`config.mk`:
```
export PLATFORM = sky130hd
export DESIGN_NAME = mem_bus_arbiter
export DESIGN_NICKNAME = d
export VERILOG_FILES = /design/src/rtl/mem_bus_arbiter.sv
export SDC_FILE = /design/constraint.sdc
export NUM_CORES = 1
export LEC_CHECK = 0
export ABC_AREA = 1
export BUFFER_PORTS_ARGS = -buffer_cell sky130_fd_sc_hd__buf_2
export CORE_MARGIN = 2
export CORE_UTILIZATION = 37
export CTS_CLUSTER_SIZE = 24
export DETAILED_ROUTE_END_ITERATION = 6
export PLACE_DENSITY_LB_ADDON = 0.15
export SETUP_SLACK_MARGIN = 0.2
export SYNTH_ARGS = -nofsm -noshare
export SYNTH_HDL_FRONTEND = slang
export SYNTH_SLANG_ARGS = --single-unit
```
`constraint.sdc`:
```
create_clock -name clk -period 4.2 [get_ports clk]
set_input_delay 0.42 -clock clk [delete_from_list [all_inputs] [get_ports clk]]
set_output_delay 0.42 -clock clk [all_outputs]
set_load 0.01 [all_outputs]
```
`src/rtl/mem_bus_arbiter.sv`:
```
// -----------------------------------------------------------------------------
// mem_bus_arbiter
//
// Two-master sequencer for the shared data-memory bus that sits in front of the
// chipset address decoder. Master 0 is the CPU data port, master 1 is the
// loader/DMA port. One access is in flight at a time; ties are broken
// round-robin. The block inserts per-region wait states, drives the decoder
// address/data/strobe, and returns read data with a one-cycle ready/err pulse.
//
// Access flow: IDLE -> ACCESS -> RESP -> IDLE (illegal requests skip ACCESS).
//   req seen in IDLE at cycle 0 -> ready at cycle WAIT+2; error -> ready at 1.
//
// Address map (inclusive bounds):
//   ROM 0x4000..0x4400   RAM 0x4600..0x5000   FF >= 0x5200   everything else unmapped
//
// Ports
//   clk        in   1   system clock, rising edge
//   reset      in   1   synchronous, active-high
//   m0_req     in   1   master 0 request, held stable until m0_ready
//   m0_we      in   1   master 0 write (1) / read (0)
//   m0_adr     in   N   master 0 byte address
//   m0_wdata   in   N   master 0 write data
//   m0_rdata   out  N   master 0 read data, valid while m0_ready=1
//   m0_ready   out  1   one-cycle completion pulse to master 0
//   m0_err     out  1   with m0_ready: unmapped address or write to ROM
//   m1_*                same set for master 1
//   DataAdr    out  N   address to decoder/memories
//   WriteData  out  N   write data to RAM/FF
//   MemWrite   out  1   write strobe, one cycle per write
//   ReadData   in   N   decoder-muxed read data
// -----------------------------------------------------------------------------
module mem_bus_arbiter #(
   parameter int N        = 32,
   parameter int ROM_WAIT = 1,
   parameter int RAM_WAIT = 1,
   parameter int FF_WAIT  = 0
) (
   input  logic         clk,
   input  logic         reset,

   input  logic         m0_req,
   input  logic         m0_we,
   input  logic [N-1:0] m0_adr,
   input  logic [N-1:0] m0_wdata,
   output logic [N-1:0] m0_rdata,
   output logic         m0_ready,
   output logic         m0_err,

   input  logic         m1_req,
   input  logic         m1_we,
   input  logic [N-1:0] m1_adr,
   input  logic [N-1:0] m1_wdata,
   output logic [N-1:0] m1_rdata,
   output logic         m1_ready,
   output logic         m1_err,

   output logic [N-1:0] DataAdr,
   output logic [N-1:0] WriteData,
   output logic         MemWrite,
   input  logic [N-1:0] ReadData
);

   // Wait-state counter width; comfortably covers any sensible wait setting.
   localparam int CW = 8;

   localparam logic [CW-1:0] ROM_WAIT_C = CW'(ROM_WAIT);
   localparam logic [CW-1:0] RAM_WAIT_C = CW'(RAM_WAIT);
   localparam logic [CW-1:0] FF_WAIT_C  = CW'(FF_WAIT);

   localparam logic [N-1:0] ROM_LO = N'(32'h0000_4000);
   localparam logic [N-1:0] ROM_HI = N'(32'h0000_4400);
   localparam logic [N-1:0] RAM_LO = N'(32'h0000_4600);
   localparam logic [N-1:0] RAM_HI = N'(32'h0000_5000);
   localparam logic [N-1:0] FF_LO  = N'(32'h0000_5200);

   typedef enum logic [1:0] {
      S_IDLE,
      S_ACCESS,
      S_RESP
   } state_t;

   typedef enum logic [1:0] {
      R_NONE,
      R_ROM,
      R_RAM,
      R_FF
   } region_t;

   // ---------------------------------------------------------------------------
   // Registered state and outputs
   // ---------------------------------------------------------------------------
   state_t          state_q;
   logic            last_grant_q;   // master granted most recently
   logic            gnt_id_q;       // master owning the current access
   logic            we_q;           // latched direction of the current access
   logic [CW-1:0]   cnt_q;          // remaining extra ACCESS cycles

   logic [N-1:0]    data_adr_q;
   logic [N-1:0]    write_data_q;
   logic            mem_write_q;
   logic [N-1:0]    m0_rdata_q;
   logic [N-1:0]    m1_rdata_q;
   logic            m0_ready_q;
   logic            m1_ready_q;
   logic            m0_err_q;
   logic            m1_err_q;

   // ---------------------------------------------------------------------------
   // Arbitration and decode of the candidate request (used only in IDLE)
   // ---------------------------------------------------------------------------
   logic            sel_valid;
   logic            sel_id;
   logic            sel_we;
   logic [N-1:0]    sel_adr;
   logic [N-1:0]    sel_wdata;
   region_t         sel_region;
   logic [CW-1:0]   sel_wait;
   logic            sel_illegal;

   // NOTE: every signal assigned in always_comb gets a default at the top so
   // that no path leaves it unassigned, which would otherwise infer a latch.
   always_comb begin
      sel_valid  = m0_req | m1_req;
      // On a tie the master that did not win last time goes next.
      sel_id     = (m0_req & m1_req) ? ~last_grant_q : m1_req;
      sel_we     = sel_id ? m1_we    : m0_we;
      sel_adr    = sel_id ? m1_adr   : m0_adr;
      sel_wdata  = sel_id ? m1_wdata : m0_wdata;

      sel_region = R_NONE;
      if ((sel_adr >= ROM_LO) && (sel_adr <= ROM_HI)) begin
         sel_region = R_ROM;
      end else if ((sel_adr >= RAM_LO) && (sel_adr <= RAM_HI)) begin
         sel_region = R_RAM;
      end else if (sel_adr >= FF_LO) begin
         sel_region = R_FF;
      end

      sel_wait = '0;
      case (sel_region)
         R_ROM:   sel_wait = ROM_WAIT_C;
         R_RAM:   sel_wait = RAM_WAIT_C;
         R_FF:    sel_wait = FF_WAIT_C;
         default: sel_wait = '0;
      endcase

      // Holes in the map and any ROM write are answered with an error
      // response and never reach the decoder.
      sel_illegal = (sel_region == R_NONE) | ((sel_region == R_ROM) & sel_we);
   end

   // ---------------------------------------------------------------------------
   // Sequencer
   // ---------------------------------------------------------------------------
   // NOTE: sequential state uses non-blocking assignments only, so every
   // register samples the pre-edge values of the others and the result does not
   // depend on statement order or on the order simulators evaluate processes.
   always_ff @(posedge clk) begin
      if (reset) begin
         // Returned read data is cleared as well: masters observe zeros after a
         // reset rather than data left over from an aborted transfer.
         state_q      <= S_IDLE;
         last_grant_q <= 1'b1;          // master 0 wins the first tie
         gnt_id_q     <= 1'b0;
         we_q         <= 1'b0;
         cnt_q        <= '0;
         data_adr_q   <= '0;
         write_data_q <= '0;
         mem_write_q  <= 1'b0;
         m0_rdata_q   <= '0;
         m1_rdata_q   <= '0;
         m0_ready_q   <= 1'b0;
         m1_ready_q   <= 1'b0;
         m0_err_q     <= 1'b0;
         m1_err_q     <= 1'b0;
      end else begin
         // Strobes and response pulses last a single cycle unless re-armed.
         mem_write_q <= 1'b0;
         m0_ready_q  <= 1'b0;
         m1_ready_q  <= 1'b0;
         m0_err_q    <= 1'b0;
         m1_err_q    <= 1'b0;

         case (state_q)
            S_IDLE: begin
               if (sel_valid) begin
                  gnt_id_q     <= sel_id;
                  last_grant_q <= sel_id;
                  we_q         <= sel_we;
                  if (sel_illegal) begin
                     // Error response goes out next cycle; the bus is untouched.
                     state_q <= S_RESP;
                     if (sel_id) begin
                        m1_ready_q <= 1'b1;
                        m1_err_q   <= 1'b1;
                        m1_rdata_q <= '0;
                     end else begin
                        m0_ready_q <= 1'b1;
                        m0_err_q   <= 1'b1;
                        m0_rdata_q <= '0;
                     end
                  end else begin
                     state_q      <= S_ACCESS;
                     cnt_q        <= sel_wait;
                     data_adr_q   <= sel_adr;
                     write_data_q <= sel_wdata;
                     // The strobe must coincide with the last ACCESS cycle;
                     // with no wait states that is the very first one.
                     mem_write_q  <= sel_we & (sel_wait == '0);
                  end
               end
            end

            S_ACCESS: begin
               if (cnt_q != '0) begin
                  cnt_q       <= cnt_q - CW'(1);
                  // Arm the strobe for the final ACCESS cycle.
                  mem_write_q <= we_q & (cnt_q == CW'(1));
               end else begin
                  state_q <= S_RESP;
                  if (gnt_id_q) begin
                     m1_ready_q <= 1'b1;
                     m1_rdata_q <= we_q ? '0 : ReadData;
                  end else begin
                     m0_ready_q <= 1'b1;
                     m0_rdata_q <= we_q ? '0 : ReadData;
                  end
               end
            end

            S_RESP: begin
               // Ready is showing this cycle; the defaults above end the pulse.
               state_q <= S_IDLE;
            end

            default: begin
               state_q <= S_IDLE;
            end
         endcase
      end
   end

   // ---------------------------------------------------------------------------
   // Outputs (all registered)
   // ---------------------------------------------------------------------------
   assign DataAdr   = data_adr_q;
   assign WriteData = write_data_q;
   assign MemWrite  = mem_write_q;
   assign m0_rdata  = m0_rdata_q;
   assign m1_rdata  = m1_rdata_q;
   assign m0_ready  = m0_ready_q;
   assign m1_ready  = m1_ready_q;
   assign m0_err    = m0_err_q;
   assign m1_err    = m1_err_q;

endmodule
```
# --- Word-level counts from Yosys, hierarchy flattened ---
# Index checks and enable logic that the tools add are counted.
word_totals:
  in_bits: 166
  out_inout_bits: 133
  register_bits: 146
  wordCells: 102
classes:
  mux: 45
  add_sub_neg: 1
  n_reduce_logical: 15
  magnitude_cmp: 5
  eq_ne: 13
  bitwise: 9
ops:
  columns: ["cell", "count"]
  rows:
  - ["32-bit two-way mux", 13]
  - ["32-bit one-hot mux with 2 select lines", 2]
  - ["32-bit by 15-bit greater-or-equal comparator with 1-bit output (second input constant)", 3]
  - ["32-bit by 15-bit less-or-equal comparator with 1-bit output (second input constant)", 2]
  - ["8-bit two-way mux", 3]
  - ["2-bit != test (second input constant)", 9]
  - ["1-bit two-way mux", 16]
  - ["8-bit one-hot mux with 2 select lines", 1]
  - ["2-bit two-way mux", 6]
  - ["6-bit AND reduction", 2]
  - ["8-bit by 1-bit == test with 1-bit output (second input constant)", 1]
  - ["8-bit logical NOT", 1]
  - ["8-bit nonzero test", 1]
  - ["8-bit by 1-bit subtractor with 8-bit output (second input constant)", 1]
  - ["1-bit one-hot mux with 2 select lines", 3]
  - ["1-bit bitwise AND", 4]
  - ["2-bit by 1-bit == test with 1-bit output (second input constant)", 2]
  - ["2-bit logical NOT", 2]
  - ["2-bit one-hot mux with 2 select lines", 1]
  - ["2-bit AND reduction", 2]
  - ["4-bit AND reduction", 1]
  - ["2-bit OR reduction", 2]
  - ["1-bit inverter", 3]
  - ["3-bit AND reduction", 1]
  - ["4 further kinds", 6]

# --- Depth between registers and ports, before layout ---
# Gate-level depths: netlist of run 1.
logic_depth:
  depth_word: 15
  mapped_depth: 22
  mapped_depth_nobuf: 20

# --- Worst setup path before layout of run 1 ---
# OpenSTA, ideal clock, no wires.
synth_timing:
  path_type: "input-to-reg"
  from: "in m1_req"
  to: "reg data_adr_q[14], in the netlist DataAdr[14]"
  required_ns: 4.130
  path_stages: 18
  t_arrival_ns: 2.383
  setup_ns: 0.070
  slack_ns: 1.746
  n_path_buf: 3
  cell_sequence: "buf_4 -> nand2_4 -> buf_6 -> nand2_1 -> nand2_1 -> nor2_1 -> nand2_1 -> nor2_1 -> nand2_1 -> nor2_2 -> a21oi_1 -> ha_1 -> inv_1 -> nand2_4 -> inv_4 -> clkbuf_1 -> nand4_1 -> a21oi_1"
synth_between:
  elab_chain_len: 12
  elab_cells_between_ends: 21
  classes_between: "5 x order compare; 1 x eq/ne; 6 x mux; 5 x bitwise; 4 x reduce/logical"
synth_rtl:
  columns: ["item", "line", "text"]
  rows:
  - ["start: declaration", "49", "input logic m1_req,"]
  - ["1-bit bitwise AND", "125", "sel_id = (m0_req & m1_req) ? ~last_grant_q : m1_req;"]
  - ["1-bit two-way mux", "125", null]
  - ["32-bit two-way mux", "127", "sel_adr = sel_id ? m1_adr : m0_adr;"]
  - ["32-bit by 15-bit greater-or-equal comparator with 1-bit output, or another cell as far along", "135", "end else if (sel_adr >= FF_LO) begin"]
  - ["2-bit two-way mux or 1-bit logical AND (tied branches)", "135, 133", null]
  - ["2-bit two-way mux", "133", "end else if ((sel_adr >= RAM_LO) && (sel_adr <= RAM_HI)) begin"]
  - ["2-bit two-way mux", "131", "if ((sel_adr >= ROM_LO) && (sel_adr <= ROM_HI)) begin"]
  - ["2-bit by 1-bit == test with 1-bit output", "149", "sel_illegal = (sel_region == R_NONE) | ((sel_region == R_ROM) & sel_we);"]
  - ["1-bit bitwise AND", "149", null]
  - ["1-bit OR", "149", null]
  - ["1-bit inverter (no source line)", null, null]
  - ["3-bit AND reduction (no source line)", null, null]
  - ["end signal: assignment", "205", "data_adr_q <= sel_adr;"]
  - ["end: declaration", "98", "logic [N-1:0] data_adr_q;"]
# Several ways; a longest one is shown, not always the timed one.
# A chain may end at the register's enable or synchronous reset.

# --- Final worst setup path of run 1 ---
layout_timing:
  from: "reg last_grant_q"
  to: "reg m1_rdata_q[10], in the netlist m1_rdata[10]"
layout_between:
  elab_chain_len: 12
  elab_cells_between_ends: 21
  classes_between: "5 x order compare; 3 x eq/ne; 6 x mux; 3 x bitwise; 4 x reduce/logical"
layout_rtl:
  columns: ["item", "line", "text"]
  rows:
  - ["start: declaration", "93", "logic last_grant_q;"]
  - ["start signal: assignment", "188", "last_grant_q <= sel_id;"]
  - ["1-bit inverter *", "125", null]
  - ["1-bit two-way mux *", "125", null]
  - ["32-bit two-way mux", "127", null]
  - ["32-bit by 15-bit greater-or-equal comparator with 1-bit output, or another cell as far along", "135", null]
  - ["2-bit two-way mux or 1-bit logical AND (tied branches)", "135, 133", null]
  - ["2-bit two-way mux", "133", null]
  - ["2-bit two-way mux", "131", null]
  - ["2-bit by 1-bit == test with 1-bit output", "149", null]
  - ["1-bit bitwise AND", "149", null]
  - ["1-bit OR", "149", null]
  - ["2-bit != test (no source line)", null, null]
  - ["6-bit AND reduction (no source line) *", null, null]
  - ["end signal: assignment", "223", "m1_rdata_q <= we_q ? '0 : ReadData;"]
  - ["end: declaration", "102", "logic [N-1:0] m1_rdata_q;"]
# Mark *: on every way between the ends. The rest lies on a longest branch, timed or not.

==> reports/metrics.csv, run 1 <==
metric,value,unit
slew_violations,0,
dp_hpwl,16400,um
insertion_delay,0.41,ns
grt_pass1_vias,7001,
synth_compound_area_share,12.3,%
drive_above_1_share,27.0,%
worst_hold_path_type,primary input to flop,
finalClockSkew,0.0100,ns
synth-xor-area-share,0.597,%
synth_area,0.00733,sq mm
synth_cell_types,37,
routedWlPerCell,14.0,um
outcome,finished clean,
synth.avg_cell_area,6.66,sq um
synth_warnings,0,
syn_inst,1101,
synth_top_family_by_area,simple AND/OR/NAND/NOR gates,
syn-num-nets,1271,
postCtsResizedCells,0,
drt_iter0_markers,438,
hold_start,ReadData[3],
cp-start-kind,flop,
p_per_area,725,mW/mm^2
max_freq,294,MHz
hold_buffers,0,
cts_tree,yes,
crit_start,last_grant_q$_SDFFE_PP1P_,
grt_usage,21.3,%
cts-root-buf,clkbuf_16,
drv_cap,0,
fin_crit_sh,80.9,%
hold_viol,0,
start_util,37.7,%
worst_slew_pin_slew,1.14,ns
diodes,0,
rows,51,
die_w,145,um
wirelength,22800,um
drc,0,
cp.required,4.51,ns
drtPass1Iterations,6,
fin_setup_tns,0,ns
cts.sinks,146,
clockBufferDepth,2,
slew_headroom,23.9,%
port_buffers,298,
ff2ff_path_depth,19,
whs_path_depth,5,
path_class,flop to flop,
synth_seq_cells,146,
crit_fanout,36,
synth_edf_count,0,
grt_first_pass_wirelength,35500,um
yosysSeqAreaShare,39.9,%
coreArea,0.0195,sq mm
crit-reg2reg-launch,last_grant_q$_SDFFE_PP1P_,
die_area,0.0210,sq mm
vias,7694,
synthSimpleGateAreaFrac,37.7,%
ant_nets,0,
finalSetupViolCount,0,
place_congestion,0.864,
worstPathArrival,3.71,ns
cts_max_level,4,
die_h,145,um
total_leakage_power,4.98,nW
synthAdderAreaFrac,0.683,%
area_growth,29.3,%
synth-main-ff-cell,dfxtp_1,
cts_setup_buffers,0,
io_pins,299,
critPathCaptureType,flop,
holdWs,0.371,ns
antenna_found_initial,0,
timing.final.crit_period,3.40,ns
grt_max_degree,96,
nNetsFinal,1521,
grt_overflow,0,
vias_per_cell,4.73,
vdd_drop_max,0.000306,V
path_clk_slew,0.06,ns
async_flop_share,0,%
rsz0062_at_grt,false,
synthMuxAreaShare,0,%
cts_buffers,17,
-- cells in the mapped netlist (2+ instances only) --
| cell | n | area, sq um |
|---|---|---|
| or2_2 | 2 | 12.5 |
| buf_1 | 4 | 15.0 |
| buf_6 | 6 | 67.6 |
| nand2_4 | 4 | 45.0 |
| buf_2 | 19 | 95.1 |
| a21oi_2 | 9 | 78.8 |
| xor2_1 | 4 | 35.0 |
| nor2_1 | 144 | 541 |
| a21oi_1 | 101 | 505 |
| o21ai_1 | 3 | 15.0 |
| a21boi_1 | 10 | 75.1 |
| nand3_1 | 52 | 260 |
| nand2_2 | 4 | 25.0 |
| nor3_1 | 2 | 10.0 |
| ha_1 | 4 | 50.1 |
| nand4_1 | 39 | 244 |
| inv_1 | 67 | 251 |
| clkbuf_1 | 42 | 158 |
| buf_4 | 7 | 52.6 |
| nand3b_1 | 31 | 233 |
| o21ai_0 | 35 | 175 |
| nor2_2 | 2 | 12.5 |
| nand2_1 | 348 | 1310 |
| a21boi_0 | 4 | 30.0 |
| dfxtp_1 | 146 | 2920 |
-- cell families after synthesis --
logic type | count (synthesis)
simple gates | 634
compound gates | 164
buf+inv | 148
flops | 146
xor+xnor | 5
fa+ha+maj | 4
-- metal layers --
layer  track usage, %  wire length [um]  vias to the layer above
met5                0                 0                        -
met4             6.44               365                        0
met3             5.33              1360                       25
met2             34.9             10800                      220
met1             27.8             10300                     3418
li1                 -                 -                     4031
-- stage by stage --
stage	utilization (%)	area, sq um	total power, mW	worst slack (ns)	instances
2_1_floorplan	-	7330	4.38	1.75	1101
6_report	48.7	9480	6.88	0.801	1628
3_3_place_gp	45.7	8900	5.38	0.684	1597
5_1_grt	48.7	9480	7.43	0.373	1628
4_1_cts	48.7	9480	6.94	0.791	1628
3_5_place_dp	45.7	8900	5.42	0.640	1597
-- final cells by class --
| cell class | instances | area [sq um] |
|---|---|---|
| clock buffers | 23 | 478 |
| clock inverters | 8 | 104 |
| fillers | 2093 | 9980 |
| inverters | 70 | 265 |
| multi-input cells | 807 | 3780 |
| flip-flops and latches | 146 | 2920 |
| well taps | 265 | 332 |
| repair buffers | 309 | 1600 |
-- worst paths after layout --
| kind | endpoint | slack (ns) |
|---|---|---|
| setup / recovery | m1_rdata[10]$_SDFFE_PP0P_ | 0.80 |
| hold / removal | m0_rdata[3]$_SDFFE_PP0P_ | 0.37 |
| setup reg to reg | m1_rdata[10]$_SDFFE_PP0P_ | 0.80 |
| hold reg to reg | DataAdr[11]$_SDFFE_PP0P_ | 0.44 |
-- flip-flops by register name, summed over array words and instances (netlist names), 2 cells and up --
name / flops
cnt_q: 8
state_q: 2
m1_rdata: 32
WriteData: 32
DataAdr: 32
m0_rdata: 32
-- report_power, final --
group	total, mW	switching (mW)	internal [mW]
clock	1.49	0.576	0.919
combinational	3.18	2.00	1.17
sequential	2.20	0.286	1.92
total	6.88	2.87	4.01
-- cell usage in the layout (no fill, tap or decap), drive strengths merged --
master and count:
nand2 357, buf 309, dfxtp 146, nor2 146
a21oi 110, inv 70, nand3 54, nand4 40
o21ai 38, nand3b 31, clkbuf 23, a21boi 15
xor2 4, ha 4, clkinvlp 4, or2 3
nor3 2, bufinv 2, clkinv 2, a311oi 1
xnor2 1, and2 1
-- worst max-delay path: stages, from the launching register on --
cell and delay [ns]:
dfxtp_1 0.42, nand2_4 0.22, nand2_4 0.35, buf_4 0.38, nand2_1 0.08, o21ai_1 0.13, nand2_1 0.09, nor2_1 0.17
nand2_1 0.07, nand2_1 0.09, a21oi_1 0.07, ha_1 0.19, inv_1 0.14, nand2_4 0.10, inv_4 0.09, nand2_8 0.15
nand2_4 0.31, nand2_1 0.10, nand2_1 0.07, nor2_1 0.05
No activity file was read; power rests on OpenSTA's default activity.
==> run 2: changes to the inputs <==
==> constraint.sdc (replaced) <==
create_clock -name clk -period 3.3 [get_ports clk]
set_input_delay 0.33 -clock clk [delete_from_list [all_inputs] [get_ports clk]]
set_output_delay 0.33 -clock clk [all_outputs]
set_load 0.01 [all_outputs]
==> reports/metrics.csv, run 2 (synthesis results as in run 1) <==
metric,value,unit,change
drc,0,,unchanged
path_class,flop to flop,,unchanged
cts_tree,yes,,unchanged
coreArea,0.0195,sq mm,unchanged
place_ws,0.321,ns,was 0.640 ns
routedWlPerCell,14.1,um,was 14.0 um
drt_iter0_markers,386,,was 438
crit_start,last_grant_q$_SDFFE_PP1P_,,unchanged
path_clk_slew,0.06,ns,about the same
vias_per_cell,4.72,,was 4.73
critPathCaptureType,flop,,unchanged
dp_hpwl,16800,um,was 16400 um
max_freq,360,MHz,was 294 MHz
total_leakage_power,5.02,nW,was 4.98 nW
layout_common_cells,"347 x nand2_1, 298 x buf_2, 146 x dfxtp_1",,unchanged
grt_pass1_vias,7106,,was 7001
drive_above_1_share,27.7,%,was 27.0%
port_buffers,298,,unchanged
dp_cells,1602,,was 1597
fin_setup_tns,0,ns,unchanged
insertion_delay,0.42,ns,was 0.41 ns
worst_slew_pin_slew,1.08,ns,was 1.14 ns
wirelength,23100,um,was 22800 um
die_area,0.0210,sq mm,unchanged
drv_cap,0,,unchanged
r2r_slack,0.52,ns,was 0.80 ns
place_congestion,0.841,,was 0.864
worstPathArrival,3.10,ns,was 3.71 ns
area_growth,30.5,%,was 29.3%
drtPass1Iterations,6,,unchanged
outcome,finished clean,,unchanged
cp-start-kind,flop,,unchanged
vias,7714,,was 7694
nNetsFinal,1527,,was 1521
cp-endpoint,m0_rdata[6]$_SDFFE_PP0P_,,was m1_rdata[10]$_SDFFE_PP0P_
cts-root-buf,clkbuf_16,,unchanged
grt_overflow,0,,unchanged
worst_hold_path_type,primary input to flop,,unchanged
ant_nets,0,,unchanged
start_util,37.7,%,unchanged
timing.final.crit_period,2.78,ns,was 3.40 ns
die_h,145,um,unchanged
finalSetupViolCount,0,,unchanged
fin_crit_sh,84.3,%,was 80.9%
crit-reg2reg-launch,last_grant_q$_SDFFE_PP1P_,,unchanged
die_w,145,um,unchanged
r2r-end,m0_rdata[6]$_SDFFE_PP0P_,,was m1_rdata[10]$_SDFFE_PP0P_
hold_viol,0,,unchanged
slew_headroom,27.4,%,was 23.9%
io_pins,299,,unchanged
fin_cells,1635,,was 1628
slew_violations,0,,unchanged
nFillCells,2077,,was 2093
antenna_found_initial,1,,was 0
mostFrequentLayoutCell,nand2_1,,unchanged
crit_fanout,26,,was 36
grt_max_degree,74,,was 96
cts_buffers,17,,unchanged
vdd_drop_max,0.000362,V,was 0.000306 V
total_power,8.83,mW,was 6.88 mW
p_per_area,923,mW/mm^2,was 725 mW/mm^2
cp.required,3.61,ns,was 4.51 ns
cts_max_level,4,,unchanged
ff2ff_path_depth,17,,was 19
rows,51,,unchanged
finalClockSkew,0.00790,ns,was 0.0100 ns
grt_usage,21.7,%,was 21.3%
diodes,0,,unchanged
grt_first_pass_wirelength,35800,um,was 35500 um
rsz0062_at_grt,false,,unchanged
setup_slack,0.518,ns,was 0.801 ns
cts.sinks,146,,unchanged
finish.utilization,49.2,%,was 48.7%
clockBufferDepth,2,,unchanged
==> run 2: changes by cell type in the layout (fill, tap and decap cells not counted), sizes merged <==
| cell | change |
|---|---|
| clkbuf | -6 |
| clkinv | +6 |
| buf | +5 |
| bufinv | +1 |
| nand2 | +1 |
==> run 2: critical path, stage by stage, from the launching register on <==
cell	delay, ns
dfxtp_1	0.34
nand2_4	0.10
buf_4	0.28
nand3_1	0.10
nand2_1	0.14
nand3_1	0.10
nor3_1	0.23
o21ai_0	0.14
nand4_1	0.11
a311oi_1	0.06
ha_1	0.20
inv_1	0.14
nand2_4	0.10
nand3_4	0.10
buf_4	0.31
nand3b_1	0.12
nand2_1	0.07
nor2_1	0.04
==> run 2: per-stage QoR <==
| step | instance area [sq um] | hold WS, ns |
|---|---|---|
| 6_report | 9570 | 0.244 |
| 5_1_grt | 9570 | 0.246 |
| 4_1_cts | 9530 | 0.221 |
| 3_5_place_dp | 8940 | 0.434 |
| 3_3_place_gp | 8940 | 0.430 |
| 2_1_floorplan | 7330 | 0.453 |
==> run 2: worst min-delay path by stage <==
stage | startpoint | to | slack (ns) | depth (start not counted)
after detailed placement | DataAdr[27]$_SDFFE_PP0P_ | DataAdr[27]$_SDFFE_PP0P_ | 0.43 | 2
after global placement | DataAdr[11]$_SDFFE_PP0P_ | DataAdr[11]$_SDFFE_PP0P_ | 0.43 | 2
final | ReadData[3] | m0_rdata[3]$_SDFFE_PP0P_ | 0.24 | 5
after floorplan | gnt_id_q$_SDFFE_PP0P_ | gnt_id_q$_SDFFE_PP0P_ | 0.45 | 2
after global routing | ReadData[3] | m0_rdata[3]$_SDFFE_PP0P_ | 0.25 | 5
after CTS | ReadData[3] | m0_rdata[3]$_SDFFE_PP0P_ | 0.22 | 5
==> run 2: area by class of cell <==
type	instances	area [sq um]	area share, %
Timing Repair Buffer	314	1640	17.2
Clock buffer	17	425	4.45
Multi-Input combinational cell	808	3810	39.8
Tap cell	265	332	3.46
Sequential cell	146	2920	30.5
Clock inverter	15	168	1.75
Inverter	70	265	2.77
==> run 2: what timing repair did <==
item	4_1_cts	5_1_grt
gates resized for setup	0	5
hold buffers	0	0
setup endpoints to repair	0	79
buffers inserted	0	0
==> run 2: metal layers <==
layer  wire length, um  GRT usage, %  vias to the layer above  part of all wire (%)
met5                13             0                        -                 0.056
met4               397          7.15                        2                   1.7
met3              1590          5.50                       32                   6.9
met2             10800          36.4                      259                    47
met1             10200          27.4                     3378                    44
li1                  -             -                     4043                     -
==> run 2: where the power goes <==
part | total [mW] | internal, mW | switching [mW]
Sequential | 2.81 | 2.44 | 0.366
Clock | 1.93 | 1.18 | 0.749
Combinational | 4.10 | 1.52 | 2.58
